File: config.mk
export PLATFORM = sky130hd
export DESIGN_NAME = i2c_target_regfile
export DESIGN_NICKNAME = d
export VERILOG_FILES = /design/src/rtl/i2c_target_regfile.sv
export SDC_FILE = /design/constraint.sdc
export NUM_CORES = 1
export LEC_CHECK = 0
export BUFFER_PORTS_ARGS = -buffer_cell sky130_fd_sc_hd__buf_2
export CAP_MARGIN = 20
export CORE_MARGIN = 5
export CORE_UTILIZATION = 25
export CTS_CLUSTER_DIAMETER = 60
export CTS_CLUSTER_SIZE = 16
export DETAILED_ROUTE_END_ITERATION = 10
export PLACE_DENSITY = 0.41
export SYNTH_ARGS = -nofsm -noshare
export SYNTH_HDL_FRONTEND = slang
export SYNTH_SLANG_ARGS = --single-unit
File: constraint.sdc
create_clock -name core_clk -period 2.5 [get_ports core_clk]
set_input_delay 0.375 -clock core_clk [delete_from_list [all_inputs] [get_ports core_clk]]
set_output_delay 0.375 -clock core_clk [all_outputs]
set_load 0.01 [all_outputs]
File: src/rtl/i2c_target_regfile.sv
// I2C target holding a byte-wide register file; oversamples scl/sda on core_clk.
// Write: addr+W, pointer byte, data bytes (auto-increment). Read: addr+R streams from the pointer.
module i2c_target_regfile #(
  parameter logic [6:0]  TGT_ADDR = 7'h50,
  parameter int unsigned NREG     = 8,
  parameter int unsigned PW       = 3
) (
  input  logic                core_clk,
  input  logic                core_rst,
  input  logic                scl_i,
  input  logic                sda_i,
  output logic                sda_oe,
  output logic [8*NREG-1:0]   regs_flat,
  output logic [PW-1:0]       ptr,
  output logic                busy,
  output logic                wr_strobe
);

  typedef enum logic [3:0] {
    IDLE, ADDR, ADDR_ACK, PTR, PTR_ACK, WDATA, WDATA_ACK,
    RDATA, RACK, RNEXT, WAIT_STOP
  } state_t;

  state_t        state_q, state_d;
  logic [1:0]    scl_s_q, sda_s_q;
  logic          scl_h_q, sda_h_q;
  logic [2:0]    cnt_q, cnt_d;
  logic [7:0]    sh_q, sh_d;
  logic [PW-1:0] ptr_q, ptr_d;
  logic          busy_q, busy_d;
  logic          rw_q, rw_d;
  logic          sda_oe_q, sda_oe_d;
  logic          wr_q, wr_d;
  logic          reg_we;
  logic [7:0]    regs_q [NREG];

  logic       scl_s, sda_s;
  logic       scl_rise, scl_fall, start_det, stop_det;
  logic [7:0] byte_w;

  assign scl_s     = scl_s_q[1];
  assign sda_s     = sda_s_q[1];
  assign scl_rise  = scl_s & ~scl_h_q;
  assign scl_fall  = ~scl_s & scl_h_q;
  assign start_det = scl_s & scl_h_q & sda_h_q & ~sda_s;
  assign stop_det  = scl_s & scl_h_q & ~sda_h_q & sda_s;
  assign byte_w    = {sh_q[6:0], sda_s};

  always_comb begin
    state_d  = state_q;
    cnt_d    = cnt_q;
    sh_d     = sh_q;
    ptr_d    = ptr_q;
    busy_d   = busy_q;
    rw_d     = rw_q;
    sda_oe_d = sda_oe_q;
    wr_d     = 1'b0;
    reg_we   = 1'b0;
    if (start_det) begin
      state_d  = ADDR;
      cnt_d    = '0;
      sda_oe_d = 1'b0;
    end else if (stop_det) begin
      state_d  = IDLE;
      cnt_d    = '0;
      sda_oe_d = 1'b0;
      busy_d   = 1'b0;
    end else begin
      unique case (state_q)
        ADDR, PTR, WDATA: begin
          if (scl_rise) begin
            sh_d  = byte_w;
            cnt_d = cnt_q + 3'd1;
            if (cnt_q == 3'd7) begin
              if (state_q == ADDR) begin
                if (byte_w[7:1] == TGT_ADDR) begin
                  state_d = ADDR_ACK;
                  busy_d  = 1'b1;
                  rw_d    = byte_w[0];
                end else begin
                  state_d = IDLE;
                  busy_d  = 1'b0;
                end
              end else if (state_q == PTR) begin
                ptr_d   = byte_w[PW-1:0];
                state_d = PTR_ACK;
              end else begin
                reg_we  = 1'b1;
                wr_d    = 1'b1;
                ptr_d   = ptr_q + 1'b1;
                state_d = WDATA_ACK;
              end
            end
          end
        end
        ADDR_ACK, PTR_ACK, WDATA_ACK: begin
          // first fall after the 8th bit starts the ACK, the next one ends it
          if (scl_fall) begin
            if (!sda_oe_q) begin
              sda_oe_d = 1'b1;
            end else begin
              sda_oe_d = 1'b0;
              cnt_d    = '0;
              if (state_q == ADDR_ACK && rw_q) begin
                sh_d     = regs_q[ptr_q];
                sda_oe_d = ~regs_q[ptr_q][7];
                state_d  = RDATA;
              end else if (state_q == ADDR_ACK) begin
                state_d = PTR;
              end else begin
                state_d = WDATA;
              end
            end
          end
        end
        RDATA: begin
          if (scl_rise) begin
            cnt_d = cnt_q + 3'd1;
            if (cnt_q == 3'd7) state_d = RACK;
          end else if (scl_fall) begin
            sh_d     = {sh_q[6:0], sh_q[7]};
            sda_oe_d = ~sh_q[6];
          end
        end
        RACK: begin
          if (scl_fall) begin
            sda_oe_d = 1'b0;
          end else if (scl_rise) begin
            ptr_d   = ptr_q + 1'b1;
            state_d = sda_s ? WAIT_STOP : RNEXT;
          end
        end
        RNEXT: begin
          if (scl_fall) begin
            sh_d     = regs_q[ptr_q];
            sda_oe_d = ~regs_q[ptr_q][7];
            cnt_d    = '0;
            state_d  = RDATA;
          end
        end
        default: sda_oe_d = 1'b0;
      endcase
    end
  end

  always_ff @(posedge core_clk or posedge core_rst) begin
    if (core_rst) begin
      state_q  <= IDLE;
      scl_s_q  <= '1;
      sda_s_q  <= '1;
      scl_h_q  <= 1'b1;
      sda_h_q  <= 1'b1;
      cnt_q    <= '0;
      sh_q     <= '0;
      ptr_q    <= '0;
      busy_q   <= 1'b0;
      rw_q     <= 1'b0;
      sda_oe_q <= 1'b0;
      wr_q     <= 1'b0;
      for (int unsigned i = 0; i < NREG; i++) regs_q[i] <= '0;
    end else begin
      state_q  <= state_d;
      scl_s_q  <= {scl_s_q[0], scl_i};
      sda_s_q  <= {sda_s_q[0], sda_i};
      scl_h_q  <= scl_s;
      sda_h_q  <= sda_s;
      cnt_q    <= cnt_d;
      sh_q     <= sh_d;
      ptr_q    <= ptr_d;
      busy_q   <= busy_d;
      rw_q     <= rw_d;
      sda_oe_q <= sda_oe_d;
      wr_q     <= wr_d;
      if (reg_we) regs_q[ptr_q] <= byte_w;
    end
  end

  always_comb begin
    regs_flat = '0;
    for (int unsigned i = 0; i < NREG; i++) regs_flat[8*i +: 8] = regs_q[i];
  end

  assign sda_oe    = sda_oe_q;
  assign ptr       = ptr_q;
  assign busy      = busy_q;
  assign wr_strobe = wr_q;

endmodule
==> summary.md, run 1 <==
| Metric | Value |
|---|---|
| Initial antenna violation count | 0 |
| Finished Core Util | between 30% and 40% |
| Clock sinks | about 90 |
| Vias per inst | 4.912 |
| Crit Path Max Fanout | 13 |
| Yosys top cell by area | dfrtp_1 |
| Core area | between 15000 and 20000 um2 |
| Die ar. | roughly 22000 um2 |
| Total Wirelength | 14310 um |
| Reported net switching power | a little under 800 uW |
| Final setup vio count | 0 |
| CP Capture Type | flop |
| Number of global-route vias before repair | about 3900 |
| Max-cap violations | 0 |
| Global-route wire length before repair | about 23000 um |
| Synth unique cells | a little under 60 |
| PwrDens | ~540 nW/um2 |
| Leak | between 2 and 3 nW |
| Clk buf depth | 2 |
| Clk pwr share | a little over two fifths |
| Synth Cell Area | between 4000 and 5000 um2 |
| Clk_lat worst skew | roughly 0.34 ns |
| Post-synth top cells | dfrtp_1 (86), mux2_2 (83), clkbuf_1 (24) |
| Ys flop type | dfrtp_1 |
| Seq/Total Area, Yosys | about half |
| Pin count of the biggest net entering global routing | 36 |
| Overflow after GRT | 0 |
| Routed Antenna Nets | 0 |
| WP data arrival | 2.53 ns |
| #FFs+latches synth | slightly above 90 |
| Std-Cell Rows | 50 |
| Main area contributors after synthesis | dfrtp_1 (45%), mux2_2 (20%), dfstp_2 (3.3%) |
| Fin. Hold Viols | 0 |
| Startpoint types | flop |
| DR WL/cell | between 15 and 20 um |
| Layout Skew | a little over 0.008 ns |
| Mapped Avg Cell Area | 11.30 um2 |
| Total GRT Usage | 13.53% |
| Kind of cell adding the most delay to the critical path | simple AND/OR/NAND/NOR gates |
| Minimum clock period | roughly 2.3 ns |
| Met3 wire length | approximately 630 um |
| CTS tree | yes |
| Net Count, Synth | 428 |
| # DRC | 0 |
| Share of synthesized flip-flops with an asynchronous set or reset | between 90% and 100% |
| DRT Pass-1 Iters | 4 |
| Top cell by count, worst path | buf_4 |
| DR vias | 3664 |
| Synth top area share | 45.24% |
| Crit-path max cell delay | approximately 0.68 ns |
| Max Freq | ~430 MHz |
| Antenna diodes | 0 |
| CTS clk-pin slew, worst paths | about 0.060 ns |
| Worst R2R Path Depth | 7 |
| Worst Path Required | around 2.7 ns |
| Part of the power in registers | around half |
| VDD IR max | between 0.0003 and 0.0004 V |
| Post-route cell area | around 5900 um2 |
| Sw frac | between 20 and 25% |
| Final net count | roughly 500 |
| Starting Density | 25.43% |
| Wire length on met1 | approximately 6400 um |
| Routability Congestion | about 0.84 |
| Share of layout cells above drive strength 1 | 43.95% |
| Root Driver | clkbuf_16 |
| Min-delay worst type | in -> async |
| First DRT Iteration DRCs | 212 |
| Setup TNS Final | 0 ns |
| Status | finished, final reports clean |
| CP startpoint | state_q[2] |
| Reg-to-reg slack, setup | about 0.2 ns |
| RSZ-0062 raised after global routing | false |
| Worst Path Buf+Inv | 2 |
| CP Class | reg -> reg |
| Count leader, synth | dfrtp_1 |
| HPWL after DPL | 10420 um |
| Reg-to-Reg Start | state_q[2] |
| Relative slew slack | a little over half |
| Number of synthesized flops with an enable pin | 0 |
| Htree depth | 3 |
| Reg2reg end | state_q[3] |
| Comb power frac | roughly 5.4% |
| Period utilization | between 90 and 100% |
| Slew of the pin with the lowest slew margin | ~0.71 ns |
| Post-CTS Setup Bufs | 0 |
| Top Layer Used | met4 |
| Fillcell total | between 1500 and 2000 |
| Synth Instances | approximately 420 |
| Buffers added on ports | 73 |
| CP max stage cell | or4b_2 |
| Max Transition Viols Final | 0 |
| Critical path, cell by cell | buf_4 > or4b_2 > o21ai_0 > o2bb2ai_1 > buf_4 > o31ai_1 > a32o_1 |
| DIE WIDTH | around 150 um |
| Internal power | around 2.4 mW |
| Met2 routed WL | 7140 um |
| YS warnings | 0 |
| Vert. Die Dim | around 150 um |
| TritonCTS buffer count | 9 |
| Post-DP Area | ~5600 um2 |
| Boundary pin count | 74 |
| Area grow syn2layout | 24.07% |
[worst max path at each step]
stage	endpoint	cells past startpoint
after global placement	sh_q[6]	5
after CTS	sh_q[6]	5
after floorplan	sh_q[0]	6
after detailed placement	sh_q[6]	5
final	state_q[3]	7
after global routing	state_q[3]	7
[cell families after synthesis]
kind of cell | after synthesis | share of synthesized area (%)
mux | 94 | 21.96
flops | 92 | 48.55
compound gates | 95 | 13.86
simple gates | 98 | 11.63
buf+inv | 39 | 3.209
fa+ha+maj | 3 | 0.7891
[layout by cell type, fill, tap and decap left out, drive strengths merged, types with 5 or more instances in the layout]
cell type  instances
nor2              26
nand3b             5
mux2i             11
mux2              83
nand2b            12
a22o               5
clkbuf            12
a21oi             17
nand2             14
o22ai             10
dfrtp             86
buf              108
nor3              10
dfstp              6
o21ai             22
nor2b             10
inv                5
[power by group through the flow]
stage	combinational (mW)	clock [mW]	sequential, mW
CTS	0.177	1.43	1.65
global placement	0.176	0	1.68
finish	0.172	1.38	1.65
global route	0.194	1.48	1.66
floorplan	0.185	0	1.58
detailed placement	0.177	0	1.68
[routing by layer]
layer | global-route usage (%) | up-vias
li1 | - | 1726
met1 | 17.65 | 1847
met2 | 23.06 | 81
met3 | 2.422 | 10
met4 | 3.926 | 0
met5 | 0 | -
[final cells by class]
cell class              instances  area, um2  area share [%]
flip-flops and latches         92       2310           39.14
multi-input cells             290       2300           38.97
repair buffers                108      678.2           11.49
well taps                     234      292.8           4.961
clock buffers                  12      246.5           4.176
clock inverters                 4      48.80          0.8268
inverters                       6      26.28          0.4452
[per-stage QoR]
stage,hold WS (ns),power [mW],setup WS (ns),std cells
detailed placement,0.3507,1.855,0.1148,730
CTS,0.1126,3.255,0.1034,746
global placement,0.3482,1.853,0.1285,730
finish,0.1234,3.201,0.2001,746
global route,0.1114,3.335,0.07407,746
floorplan,0.3452,1.762,0.3690,421
[repair_timing]
action	in CTS	in global routing
hold endpoints to repair	0	0
hold buffers	0	0
setup endpoints to repair	0	8
resized for setup	0	2
[registers in the layout (all words and copies together) (netlist names)]
register and count:
busy 1, cnt_q 3, ptr 3, regs_flat 64
rw_q 1, scl_h_q 1, scl_s_q 2, sda_h_q 1
sda_oe 1, sda_s_q 2, sh_q 8, state_q 4
wr_strobe 1
(Power assumes the default switching activity.)
==> inputs of run 2 (changes only) <==
Settings changed: MAX_ROUTING_LAYER set to met4.
==> run 2 against run 1 <==
Compared with the run above: sequential power barely moved; final cell count increased by 1.3%; sequential cell count did not move; maximum frequency grew 2.0%; worst hold slack worse by 0.066 ns; routed wire length is 1.1% higher; first-iteration DRC count is 30% lower; power hardly changed; clock power about the same.
==> summary.md, run 2 (synthesized netlist as in run 1, its figures left out) <==
| Metric | Value |
|---|---|
| # DRC | 0 (unchanged) |
| Antenna diodes | 0 (unchanged) |
| Vias per inst | 4.919 (+0.16%) |
| Final net count | 524 (+1.9%) |
| WP data arrival | 2.49 ns (-0.04 ns) |
| Busiest layer in global routing | met2 |
| Routed Antenna Nets | 0 (unchanged) |
| Fin Hold WS | 0.05773 ns (-0.06568 ns) |
| Buffers added on ports | 73 (unchanged) |
| Clk_lat worst skew | 0.35 ns (about the same) |
| Number of global-route vias before repair | 3953 (+2.5%) |
| HPWL after DPL | 10780 um (+3.4%) |
| Commonest non-fill, non-tap cells in the layout | dfrtp_1 (86), mux2_2 (83), buf_2 (73) |
| Routability Congestion | 0.8107 (-3.4%) |
| Share of layout cells above drive strength 1 | 44.83% (+0.88 points) |
| Area grow syn2layout | 25.01% |
| GR Layer Usage met2 | 23.61% (+0.55 points) |
| Crit Path Max Fanout | 12 (-1) |
| Status | finished, final reports clean |
| Max-cap violations | 0 (unchanged) |
| Starting Density | 25.43% (unchanged) |
| Global-route wire length before repair | 23070 um (about the same) |
| DRT Pass-1 Iters | 4 (unchanged) |
| Kind of cell adding the most delay to the critical path | compound AO/OA/AOI/OAI gates |
| Relative slew slack | 66.86% (+14 points) |
| VDD IR max | 0.0003191 V (-13%) |
| DR WL/cell | 19.15 um (-0.20%) |
| Clock sinks | 92 (unchanged) |
| Layout Skew | 0.009248 ns (+0.001074 ns) |
| Tot Pwr | 3.202 mW (about the same) |
| Critical path, cell by cell | nor2_1 > nor3_1 > a221o_1 > a211oi_4 > buf_4 > mux2_2 |
| Boundary pin count | 74 (unchanged) |
| Clk buf depth | 2 (unchanged) |
| Core area | 18710 um2 (unchanged) |
| CP max stage cell | dfrtp_1 |
| Worst Path Buf+Inv | 1 (-1) |
| Initial antenna violation count | 0 (unchanged) |
| Pin count of the biggest net entering global routing | 48 (+33%) |
| Leak | 2.925 nW (+1.2%) |
| DR vias | 3719 (+1.5%) |
| Hold-fix buffers at CTS | 0 (unchanged) |
| CTS clk-pin slew, worst paths | 0.07 ns (about the same) |
| Met1 Use GR | 16.94% (-0.70 points) |
| Final setup vio count | 0 (unchanged) |
| Die ar. | 21890 um2 (unchanged) |
| Setup TNS Final | 0 ns (unchanged) |
| Grt met3 use | 3.311% (+0.89 points) |
| Max reg flops | 64 (unchanged) |
| Commonest non-fill, non-tap cell in the layout | dfrtp_1 |
| PwrDens | 538.4 nW/um2 (-0.71%) |
| CP Class | reg -> reg |
| Root Driver | clkbuf_16 |
| DIE WIDTH | 147.9 um (unchanged) |
| Startpoint types | flop |
| Worst Path Required | 2.73 ns (about the same) |
| Total Wirelength | 14480 um (+1.1%) |
| CTS tree | yes |
| Std-Cell Rows | 50 (unchanged) |
| Min-delay worst type | in -> async |
| RSZ-0062 raised after global routing | false |
| Overflow after GRT | 0 (unchanged) |
| Fin. Hold Viols | 0 (unchanged) |
| Slew of the pin with the lowest slew margin | 0.4938 ns (-0.2169 ns) |
| Vert. Die Dim | 147.9 um (unchanged) |
| Htree depth | 3 (unchanged) |
| First DRT Iteration DRCs | 148 (-30%) |
| CP Capture Type | flop |
| Total GRT Usage | 13.98% (+0.45 points) |
| Max Freq | 443.4 MHz (+2.0%) |
| Period utilization | 90.21% (-1.8 points) |
| Max Transition Viols Final | 0 (unchanged) |
| Crit-path max cell delay | 0.51 ns (-0.17 ns) |
| Minimum clock period | 2.255 ns (-0.04460 ns) |
| TritonCTS buffer count | 9 (unchanged) |
## run 2: cell types whose count changed in the layout (fill, tap and decap cells not counted), sizes merged
cell	previous run	this run
clkinv	3	2
clkbuf	12	11
inv	5	6
clkinvlp	1	2
buf	108	118
## run 2: path summary, 6_finish.rpt
kind | from | endpoint | slack (ns) | cells past startpoint
setup / recovery | state_q[2] | sh_q[0] | 0.24 | 6
min in group core_clk | sda_i | sda_s_q[0] | 0.13 | 1
hold / removal | core_rst | wr_strobe | 0.06 | 2
setup reg to reg | state_q[2] | sh_q[0] | 0.24 | 6
hold reg to reg | scl_s_q[0] | scl_s_q[1] | 0.36 | 0
max in group asynchronous | core_rst | regs_flat[10] | 1.74 | 3
## run 2: what timing repair did
| item | 4_1_cts | 5_1_grt |
|---|---|---|
| endpoints found under the hold margin | 0 | 0 |
| endpoints found under the setup margin | 0 | 3 |
| buffers inserted | 0 | 0 |
| gates resized for setup | 0 | 1 |
## run 2: layout make-up
class / instances / area, um2
Fill cell: 1916 / 12760
Sequential cell: 92 / 2310
Multi-Input combinational cell: 290 / 2297
Timing Repair Buffer: 118 / 728.2
Tap cell: 234 / 292.8
Clock buffer: 11 / 232.7
Clock inverter: 5 / 60.06
Inverter: 6 / 26.28
## run 2: per-stage QoR
step                setup WS (ns)  utilization (%)  instances  cell area, um2
CTS                        0.1833            31.78        756            5944
global placement           0.2388            30.21        740            5652
finish                     0.2447            31.79        756            5947
floorplan                  0.3690                -        421            4761
global route               0.1341            31.79        756            5947
detailed placement         0.2028            30.21        740            5652
## run 2: power by group
group          switching (mW)  internal [mW]  leakage [nW]
clock network           0.606          0.780         0.140
logic                  0.0857         0.0831          1.52
registers               0.120           1.53          1.26
## run 2: per-layer routing
layer  vias up  share of wire [%]
met4         0                1.7
li1       1748                  -
met5         -                  0
met2        78                 50
met3        18                3.3
met1      1875                 45
